File: src/rtl/johnson_step_sequencer_pkg.sv
// Shared definitions for the Johnson step sequencer.
//   - seq_state_t    : controller states (IDLE / RUN / DONE_ST)
//   - WIDTH_DEF      : default Johnson register width
//   - CNT_W_DEF      : default step-counter width
//   - JMAX_W         : widest Johnson register the helper functions handle
//   - johnson_home   : all-ones code (phase 0) for a given width
//   - johnson_decode : one-hot phase of a code, all-zero when the code is illegal
//   - johnson_legal  : 1 when the code is one of the 2*width legal states
// Helpers work on JMAX_W-wide, zero-extended codes so they serve any WIDTH up to JMAX_W.
package johnson_seq_pkg;

  typedef enum logic [1:0] {
    IDLE    = 2'd0,
    RUN     = 2'd1,
    DONE_ST = 2'd2
  } seq_state_t;

  localparam int WIDTH_DEF = 8;
  localparam int CNT_W_DEF = 16;
  localparam int JMAX_W    = 32;

  function automatic logic [JMAX_W-1:0] johnson_home(input int width);
    logic [JMAX_W-1:0] h;
    h = '0;
    for (int i = 0; i < JMAX_W; i++) begin
      if (i < width) h[i] = 1'b1;
    end
    return h;
  endfunction

  // Phase k (k <= width): ones in the top width-k bits, zeros below.
  // Phase k (k >  width): k-width ones in the low bits.
  function automatic logic [2*JMAX_W-1:0] johnson_decode(input logic [JMAX_W-1:0] q,
                                                         input int width);
    logic [JMAX_W-1:0]   home;
    logic [JMAX_W-1:0]   code;
    logic [2*JMAX_W-1:0] ph;
    home = johnson_home(width);
    ph   = '0;
    for (int k = 0; k < 2*JMAX_W; k++) begin
      if (k < 2*width) begin
        if (k <= width) code = (home << k) & home;
        else            code = home >> (2*width - k);
        if (q == code) ph[k] = 1'b1;
      end
    end
    return ph;
  endfunction

  function automatic logic johnson_legal(input logic [JMAX_W-1:0] q, input int width);
    return |johnson_decode(q, width);
  endfunction

endpackage

File: src/rtl/johnson_step_sequencer_core.sv
// johnson_core: WIDTH-bit Johnson (twisted-ring) register.
//   CLK   in  clock
//   RESET in  synchronous active-high reset, loads all ones (phase 0)
//   ADV   in  advance one phase: Q <= {Q[WIDTH-2:0], ~Q[WIDTH-1]}
//   HOME  in  load all ones; wins over ADV
//   Q     out register state
module johnson_core
  import johnson_seq_pkg::*;
#(
  parameter int WIDTH = WIDTH_DEF
) (
  input  logic             CLK,
  input  logic             RESET,
  input  logic             ADV,
  input  logic             HOME,
  output logic [WIDTH-1:0] Q
);

  always_ff @(posedge CLK) begin
    if (RESET || HOME) begin
      Q <= '1;
    end else if (ADV) begin
      Q <= {Q[WIDTH-2:0], ~Q[WIDTH-1]};
    end
  end

endmodule

File: src/rtl/johnson_step_sequencer.sv
// johnson_step_sequencer: runs a Johnson phase counter for a programmed number of steps.
//   CLK    in   clock, rising edge
//   RESET  in   synchronous active-high reset
//   START  in   begin a run (IDLE only)
//   STEPS  in   step count, latched on accepted START
//   HOLD   in   pause advancing (RUN only)
//   STOP   in   abort the run (RUN only)
//   HOME   in   return counter to phase 0 (IDLE only)
//   Q      out  Johnson counter state
//   PHASE  out  one-hot phase decode of Q (combinational)
//   REMAIN out  steps still to do
//   BUSY   out  high while running
//   DONE   out  one-cycle pulse on normal completion
//   ERR    out  sticky illegal-state flag
// Optional build macro JOHNSON_CHECK_EN adds the illegal-state checker; without it
// ERR is tied low and an illegal Q simply keeps shifting.
module johnson_step_sequencer
  import johnson_seq_pkg::*;
#(
  parameter int WIDTH = WIDTH_DEF,
  parameter int CNT_W = CNT_W_DEF
) (
  input  logic               CLK,
  input  logic               RESET,
  input  logic               START,
  input  logic [CNT_W-1:0]   STEPS,
  input  logic               HOLD,
  input  logic               STOP,
  input  logic               HOME,
  output logic [WIDTH-1:0]   Q,
  output logic [2*WIDTH-1:0] PHASE,
  output logic [CNT_W-1:0]   REMAIN,
  output logic               BUSY,
  output logic               DONE,
  output logic               ERR
);

  seq_state_t          state;
  seq_state_t          state_nxt;
  logic [CNT_W-1:0]    remain_nxt;
  logic                adv;
  logic                home_ld;
  logic [WIDTH-1:0]    q;
  logic [JMAX_W-1:0]   q_ext;
  logic [2*JMAX_W-1:0] phase_full;
  logic                unused_decode;

  johnson_core #(.WIDTH(WIDTH)) u_core (
    .CLK   (CLK),
    .RESET (RESET),
    .ADV   (adv),
    .HOME  (home_ld),
    .Q     (q)
  );

  assign Q = q;

  always_comb begin
    q_ext = '0;
    q_ext[WIDTH-1:0] = q;
  end

  // The decoder already yields zero for illegal codes, so PHASE is blank on a bad Q.
  assign phase_full    = johnson_decode(q_ext, WIDTH);
  assign PHASE         = phase_full[2*WIDTH-1:0];
  assign unused_decode = ^phase_full;

`ifdef JOHNSON_CHECK_EN
  logic q_legal;
  logic err_set;
  assign q_legal = |phase_full;
`endif

  always_comb begin
    state_nxt  = state;
    remain_nxt = REMAIN;
    adv        = 1'b0;
    home_ld    = 1'b0;
`ifdef JOHNSON_CHECK_EN
    err_set    = 1'b0;
`endif
    case (state)
      IDLE: begin
        if (START) begin
          if (STEPS != '0) begin
            state_nxt  = RUN;
            remain_nxt = STEPS;
          end else begin
            state_nxt  = DONE_ST;
          end
        end else if (HOME) begin
          home_ld = 1'b1;
        end
      end
      RUN: begin
        if (STOP) begin
          state_nxt  = IDLE;
          remain_nxt = '0;
        end else if (!HOLD) begin
          adv        = 1'b1;
          remain_nxt = REMAIN - CNT_W'(1);
          if (REMAIN == CNT_W'(1)) state_nxt = DONE_ST;
        end
      end
      DONE_ST: begin
        state_nxt = IDLE;
      end
      default: begin
        state_nxt  = IDLE;
        remain_nxt = '0;
      end
    endcase
`ifdef JOHNSON_CHECK_EN
    // An illegal code overrides everything: reload phase 0 and abandon the run.
    if (!q_legal) begin
      state_nxt  = IDLE;
      remain_nxt = '0;
      adv        = 1'b0;
      home_ld    = 1'b1;
      err_set    = 1'b1;
    end
`endif
  end

  // BUSY/DONE are registered from the next state so they line up with the state itself.
  always_ff @(posedge CLK) begin
    if (RESET) begin
      state  <= IDLE;
      REMAIN <= '0;
      BUSY   <= 1'b0;
      DONE   <= 1'b0;
    end else begin
      state  <= state_nxt;
      REMAIN <= remain_nxt;
      BUSY   <= (state_nxt == RUN);
      DONE   <= (state_nxt == DONE_ST);
    end
  end

`ifdef JOHNSON_CHECK_EN
  always_ff @(posedge CLK) begin
    if (RESET) ERR <= 1'b0;
    else if (err_set) ERR <= 1'b1;
  end
`else
  assign ERR = 1'b0;
`endif

endmodule

File: config.mk
export PLATFORM = sky130hd
export DESIGN_NAME = johnson_step_sequencer
export DESIGN_NICKNAME = d
export VERILOG_FILES = /design/src/rtl/johnson_step_sequencer_pkg.sv /design/src/rtl/johnson_step_sequencer_core.sv /design/src/rtl/johnson_step_sequencer.sv
export SDC_FILE = /design/constraint.sdc
export NUM_CORES = 1
export LEC_CHECK = 0
export CAP_MARGIN = 20
export CORE_UTILIZATION = 50
export CTS_BUF_LIST = sky130_fd_sc_hd__clkbuf_16
export CTS_CLUSTER_DIAMETER = 120
export CTS_CLUSTER_SIZE = 30
export DETAILED_ROUTE_END_ITERATION = 7
export DONT_BUFFER_PORTS = 1
export PLACE_DENSITY_LB_ADDON = 0.15
export SETUP_SLACK_MARGIN = 0.2
export SLEW_MARGIN = 15
export SYNTH_ARGS = -nofsm -noshare
export SYNTH_HDL_FRONTEND = slang
export SYNTH_SLANG_ARGS = --single-unit
File: constraint.sdc
create_clock -name CLK -period 3.1 [get_ports CLK]
set_input_delay 0.465 -clock CLK [delete_from_list [all_inputs] [get_ports CLK]]
set_output_delay 0.465 -clock CLK [all_outputs]
set_load 0.02 [all_outputs]
# ---- After elaboration in Yosys (flattened, before gate mapping)
# Cells that the tools add are included.
dict set report totals {
  register_bits 28
  inputBits 22
  word_cells 69
}
dict set report classes {
  addsub 1
  eq_ne 23
  muxes 33
  n_bitwise 2
  reduce_logical 5
}
# cell count
set op_table {}
lappend op_table {{$eq 8x8->1 const B} 8}
lappend op_table {{$mux 16} 4}
lappend op_table {{$pmux 16 s3} 1}
lappend op_table {{$logic_not 32->1} 1}
lappend op_table {{$mux 1} 22}
lappend op_table {{$eq 16x1->1 const B} 1}
lappend op_table {{$reduce_bool 16->1} 1}
lappend op_table {{$sub 16x1->16 const B} 1}
lappend op_table {{$mux 2} 5}
lappend op_table {{$eq 8x1->1 const B} 1}
lappend op_table {{$eq 8x2->1 const B} 1}
lappend op_table {{$eq 8x3->1 const B} 1}
lappend op_table {{$eq 8x4->1 const B} 1}
lappend op_table {{$eq 8x5->1 const B} 1}
lappend op_table {{$eq 8x6->1 const B} 1}
lappend op_table {{$eq 8x7->1 const B} 1}
lappend op_table {{$eq 2x1->1 const B} 2}
lappend op_table {{$eq 2x2->1 const B} 2}
lappend op_table {{$ne 2x2->1 const B} 2}
lappend op_table {{$pmux 2 s2} 1}
lappend op_table {{$reduce_and 4->1} 1}
lappend op_table {{$ne 3x3->1 const B} 1}
lappend op_table {{$logic_not 2->1} 1}
lappend op_table {{$not 1->1} 2}
lappend op_table {{$logic_or 1x1->1} 1}

# ---- Longest topological paths before layout
dict set report depth {
  ltp_word 6
  mapped_depth 7
}

# ---- Cells and area by module
# From an unflattened synthesis, not the netlist that was laid out.
dict set report unflattened {
  cells_unflattened 211
  area_unflattened_um2 1729.2
}
# module instances cells_each area_each_um2 seq_area_each_um2
set modules_own_cells {}
lappend modules_own_cells {johnson_step_sequencer 1 184 1433.9 400.4}
lappend modules_own_cells {johnson_core 1 27 295.3 160.2}

# ---- Worst setup path before layout
# Ideal clock, no wire load.
dict set report synth_path {
  path_type {register to output}
  start {reg u_core.Q[5]}
  end {out PHASE[10]}
  t_arrival_ns 2.108
  slack_ns 0.527
  stages_incl_launch_ff 5
  n_path_buf 1
  cell_sequence {dfxtp_1 clkbuf_1 or4_1 or3b_2 nor3b_1}
}
dict set report synth_via {
  elab_chain_cells 2
}
# item line_no
set synth_lines {}
lappend synth_lines {{start, declared} johnson_step_sequencer_core.sv:16} ;# output logic [WIDTH-1:0] Q
lappend synth_lines {{start signal, assigned} johnson_step_sequencer_core.sv:23} ;# Q <= {Q[WIDTH-2:0], ~Q[WIDTH-1]};
lappend synth_lines {{$eq 8x2->1} johnson_step_sequencer_pkg.sv:44} ;# if (q == code) ph[k] = 1'b1;
lappend synth_lines {{$mux 1} johnson_step_sequencer_pkg.sv:44}
lappend synth_lines {{end, declared} johnson_step_sequencer.sv:31} ;# output logic [2*WIDTH-1:0] PHASE,
# No other way between the ends.

# ---- Worst setup path after layout
dict set report layout_path {
  start {reg u_core.Q[5]}
  end {out PHASE[2]}
}
dict set report layout_via {
  elab_chain_cells 2
}
# item line_no
set layout_lines {}
lappend layout_lines {{$eq 8x8->1} johnson_step_sequencer_pkg.sv:44}
lappend layout_lines {{$mux 1} johnson_step_sequencer_pkg.sv:44}
# No other way between the ends.

==> results <==
- The maximum fanout count along the critical path is 10.
- Ranked by total cell area, the synthesized netlist is headed by dfxtp_1 (33%), nand2_1 (6.6%), nor2_1 (5.3%).
- Cell internal power was estimated by the tool at 0.720 mW.
- The number of cells on the worst reg-to-reg path is 7.
- The number of different library cells in the post-synthesis netlist is 47.
- Setup slack on the critical path of the routed design comes to roughly 410 ps.
- Entering global routing, the biggest net connects 23 pins.
- The per-instance average area after synthesis is around 7.5 um2.
- The footprint of the multi-input gates is approximately 0.0010 mm2.
- Max-cap violations in this run came to 0.
- At the end of routability-driven placement, the weighted congestion stood at 0.869.
- Combinational logic burns about a fifth of the power.
- The final clock skew is 1.59 ps.
- Registers take 561 um2.
- For this design the top-level I/O count stands at between 60 and 70.
- The final worst-path cycle share is 86.6%.
- The signal on the critical path passes through nand4_1 -> or3b_2 -> nor3b_1.
- After layout, the minimum clock period comes to around 2700 ps.
- The post-route DRC violation count is 0.
- Derived from the worst setup path, the maximum achievable clock frequency is ~0.37 GHz.
- The worst pin sits at a relative slew slack of roughly 47%.
- The number of failing hold endpoints at the final stage came to 0.
- The synthesized netlist net count is about 250.
- The clock root buffer is clkbuf_16.
- The total overflow left after global routing is 0.
- STA classifies the critical path endpoint as a primary output.
- The per-cell via count in the routed design is ~6.3.
- The async set-reset flop share out of synthesis is 0%.
- The number of pins with negative max-slew slack in the final report is 0.
- For this configuration, the core starts out at a cell density of 54.0%.
- The finished cells cover 0.00183 mm2.
- In this run the remaining antenna-violating nets after routing total 0.
- The die outline area is approximately 0.0036 mm2.
- Across all layers, the routed design uses between 1.5k and 2k vias.
- The aggregate negative setup slack is 0 ps.
- The share of final-layout standard cells stronger than drive strength 1 is 9.50%.
- The flow ran to the end, and the final reports show no timing, DRC or antenna violations.
- Setup repair after global routing left no endpoint under its margin.
- The signal arrival time at the worst endpoint is approximately 2200 ps.
- In this design, the stage delay of the slowest critical-path cell is slightly above 600 ps.
- Along the worst hold path, the cell count comes to 1.
- STA puts the critical path data required time at 2630 ps.
- For this run, the total global-route usage over all layers was measured as around a quarter.
- The post-layout utilization of the core is 57.9%.
- Per report_power, the sequential group accounts for between 40% and 50% of the total.
- The number of buffers inserted by post-CTS setup repair is 0.
- The launch point of the worst reg-to-reg path is REMAIN[0].
- The clock net in this run drives a total of 28 sinks.
- On the critical path, the stage with the largest delay is an instance of dfxtp_1.
- The core footprint is roughly 0.0032 mm2.
- Gates resized during post-CTS repair numbered 0.
- OpenSTA, run right after detailed placement, puts the worst setup slack at between 600 and 700 ps.
- Before antenna repair, the detailed router went through 4 iterations.
- The leakage power of the design is ~0.73 nW.
- The number of synthesized flops with an enable pin is 0.
- The number of rows in the core area is 20.
- Across the VDD grid, the largest voltage drop is roughly 250 uV.
- In this run, synthesis produced a sequential element count of 28.
- The sequential area share after synthesis is 32.9%.
- The HPWL after detailed placement is between 3000 and 4000 um.
- Net switching is a little under a third of the power.
- The clock power share is between 30% and 40%.
- The cell area after placement is around 0.0017 mm2.
- The number of warning messages in the yosys log is 0.
- The cell taking the most area after synthesis is dfxtp_1.
- The reported net switching power is roughly 0.31 mW.
- Measured along the x axis, the die boundary spans roughly 60 um.
- The via count of the first global-routing pass is 1,516.
- At the pin with the least slew margin, the transition time is about 790 ps.
- For this run, the post-layout net count is 246.
- The power per cell area is about 560 mW/mm2.
- The number of H-tree levels is 1.
- The worst setup path is launched from a flop.
- The number of fill cells is roughly 300.
- The critical path starts at u_core.Q[5].
- The die is 60.4 um tall.
- The class of the most critical setup path is reg2out.
- The detailed router finished its first iteration with 98 violations.
- The number of hold-repair buffers added at the cts stage is 0.
- The number of antenna violations at the first check in global routing is 0.
- Port buffering added 0 buffers.
- The insertion delay of the later-clocked pin in the worst-skew pair is 260 ps.
- The CTS tree is built.
- The top cell type's share of synthesized area is roughly a third.
- Summed over all layers, the routed wires come to approximately 4700 um.
- In the final routed layout, each cell accounts on average for 17.8 um.
- The post-synthesis instance area is around 0.0017 mm2.
- The synthesized instance count is around 230.
- Counting along the longest clock path gives a buffer depth of 2.
- Clock-pin slew was measured on the worst setup and hold paths at approximately 70 ps.
- The count of antenna diodes in the layout is 0.
- Compared with the post-synthesis result, the final layout area differs by 7.27%.
- Setup violations remaining at the end of the flow were counted as 0.
- The tightest min-delay check is of the in2reg type.
- The first global-routing pass estimated 7010 um of wire.
- The CTS buffer count is 3.
- The startpoint of the tightest hold check path is RESET.
- In the synthesized netlist the dominant register cell turns out to be dfxtp_1.
==> flip-flops by register name, indices dropped and copies added, names as in the netlist <==
signal / flops
BUSY: 1
DONE: 1
REMAIN: 16
state: 2
u_core.Q: 8
==> cell usage in the layout, fill, tap and decap left out, types with 2 or more instances in the layout <==
cell type,netlist,layout
xor2_1,4,4
a221oi_1,4,4
nor3b_1,6,6
or3b_2,7,7
a21oi_1,16,16
or4_1,7,7
o211ai_1,2,2
nand2b_1,4,4
nand4_1,3,3
nor3_1,10,10
nor4b_1,2,2
o21ai_0,8,8
o31ai_1,2,2
clkbuf_16,0,3
xnor2_1,2,2
ha_1,2,2
a211oi_1,3,3
nor2_1,24,24
nand2_1,30,30
nand3_1,8,8
inv_1,5,5
a31oi_1,4,4
dfxtp_1,28,28
and2_1,2,2
nor2b_1,3,3
a21o_1,2,2
buf_4,1,7
nor4_1,6,6
==> cell families (layout without fill, tap and decap cells) <==
group	count (synthesis)	count (layout)	share of synthesized area [%]
xor+xnor	6	6	3.09
flops	28	28	32.9
simple gates	118	118	37.2
compound gates	50	50	18.8
buf+inv	23	16	6.32
other cells	1	1	0.220
fa+ha+maj	2	2	1.47
==> Yosys cell counts (all sizes together), types with 3 or more instances <==
master	instances
nand3	8
a31oi	4
nor2	24
or3b	7
nor4	7
dfxtp	28
a21oi	16
a221oi	4
clkbuf	9
or4	7
o21ai	9
nor2b	3
a211oi	3
nand2	30
buf	9
nor3	10
nand2b	4
nor3b	6
nand4	3
inv	5
xor2	4
==> power groups by stage <==
stage / Combinational, mW / Sequential [mW] / Clock (mW)
after global routing: 0.218 / 0.455 / 0.398
after floorplan: 0.174 / 0.442 / 0
after CTS: 0.195 / 0.450 / 0.387
after detailed placement: 0.192 / 0.459 / 0
final: 0.198 / 0.450 / 0.382
after global placement: 0.186 / 0.456 / 0
==> stage by stage <==
stage,hold slack [ps],cells,power (mW)
6_report,263,265,1.03
5_1_grt,255,265,1.07
4_1_cts,262,265,1.03
3_5_place_dp,538,261,0.651
3_3_place_gp,538,261,0.642
2_1_floorplan,512,228,0.616
==> worst max-delay path, delay by kind of cell (launching register included) <==
kind,cells,cell delay (ps)
AND/OR/NAND/NOR,3,1350
flip-flops,1,610
==> final timing paths <==
| path | endpoint | slack, ps |
|---|---|---|
| worst max-delay path | PHASE[2] | 410 |
| worst min-delay path | REMAIN[3] | 260 |
| worst max register to register | REMAIN[8] | 910 |
| worst min register to register | REMAIN[15] | 600 |
==> area by class of cell <==
cell class                      count  area share [%]
Tap cell                           44            3.01
Sequential cell                    28            30.7
Clock buffer                        3            4.11
Clock inverter                      1            1.64
Timing Repair Buffer                7            2.88
Multi-Input combinational cell    177            56.6
Inverter                            5            1.03
==> per-layer routing <==
metal	wire, um	track usage, %	vias to the layer above	part of all wire (%)
met4	34	5.98	0	0.72
met1	1910	31.6	778	41
li1	-	-	804	-
met2	2270	44.9	72	48
met5	0	0	-	0
met3	504	5.97	4	11
(Power assumes the default switching activity.)
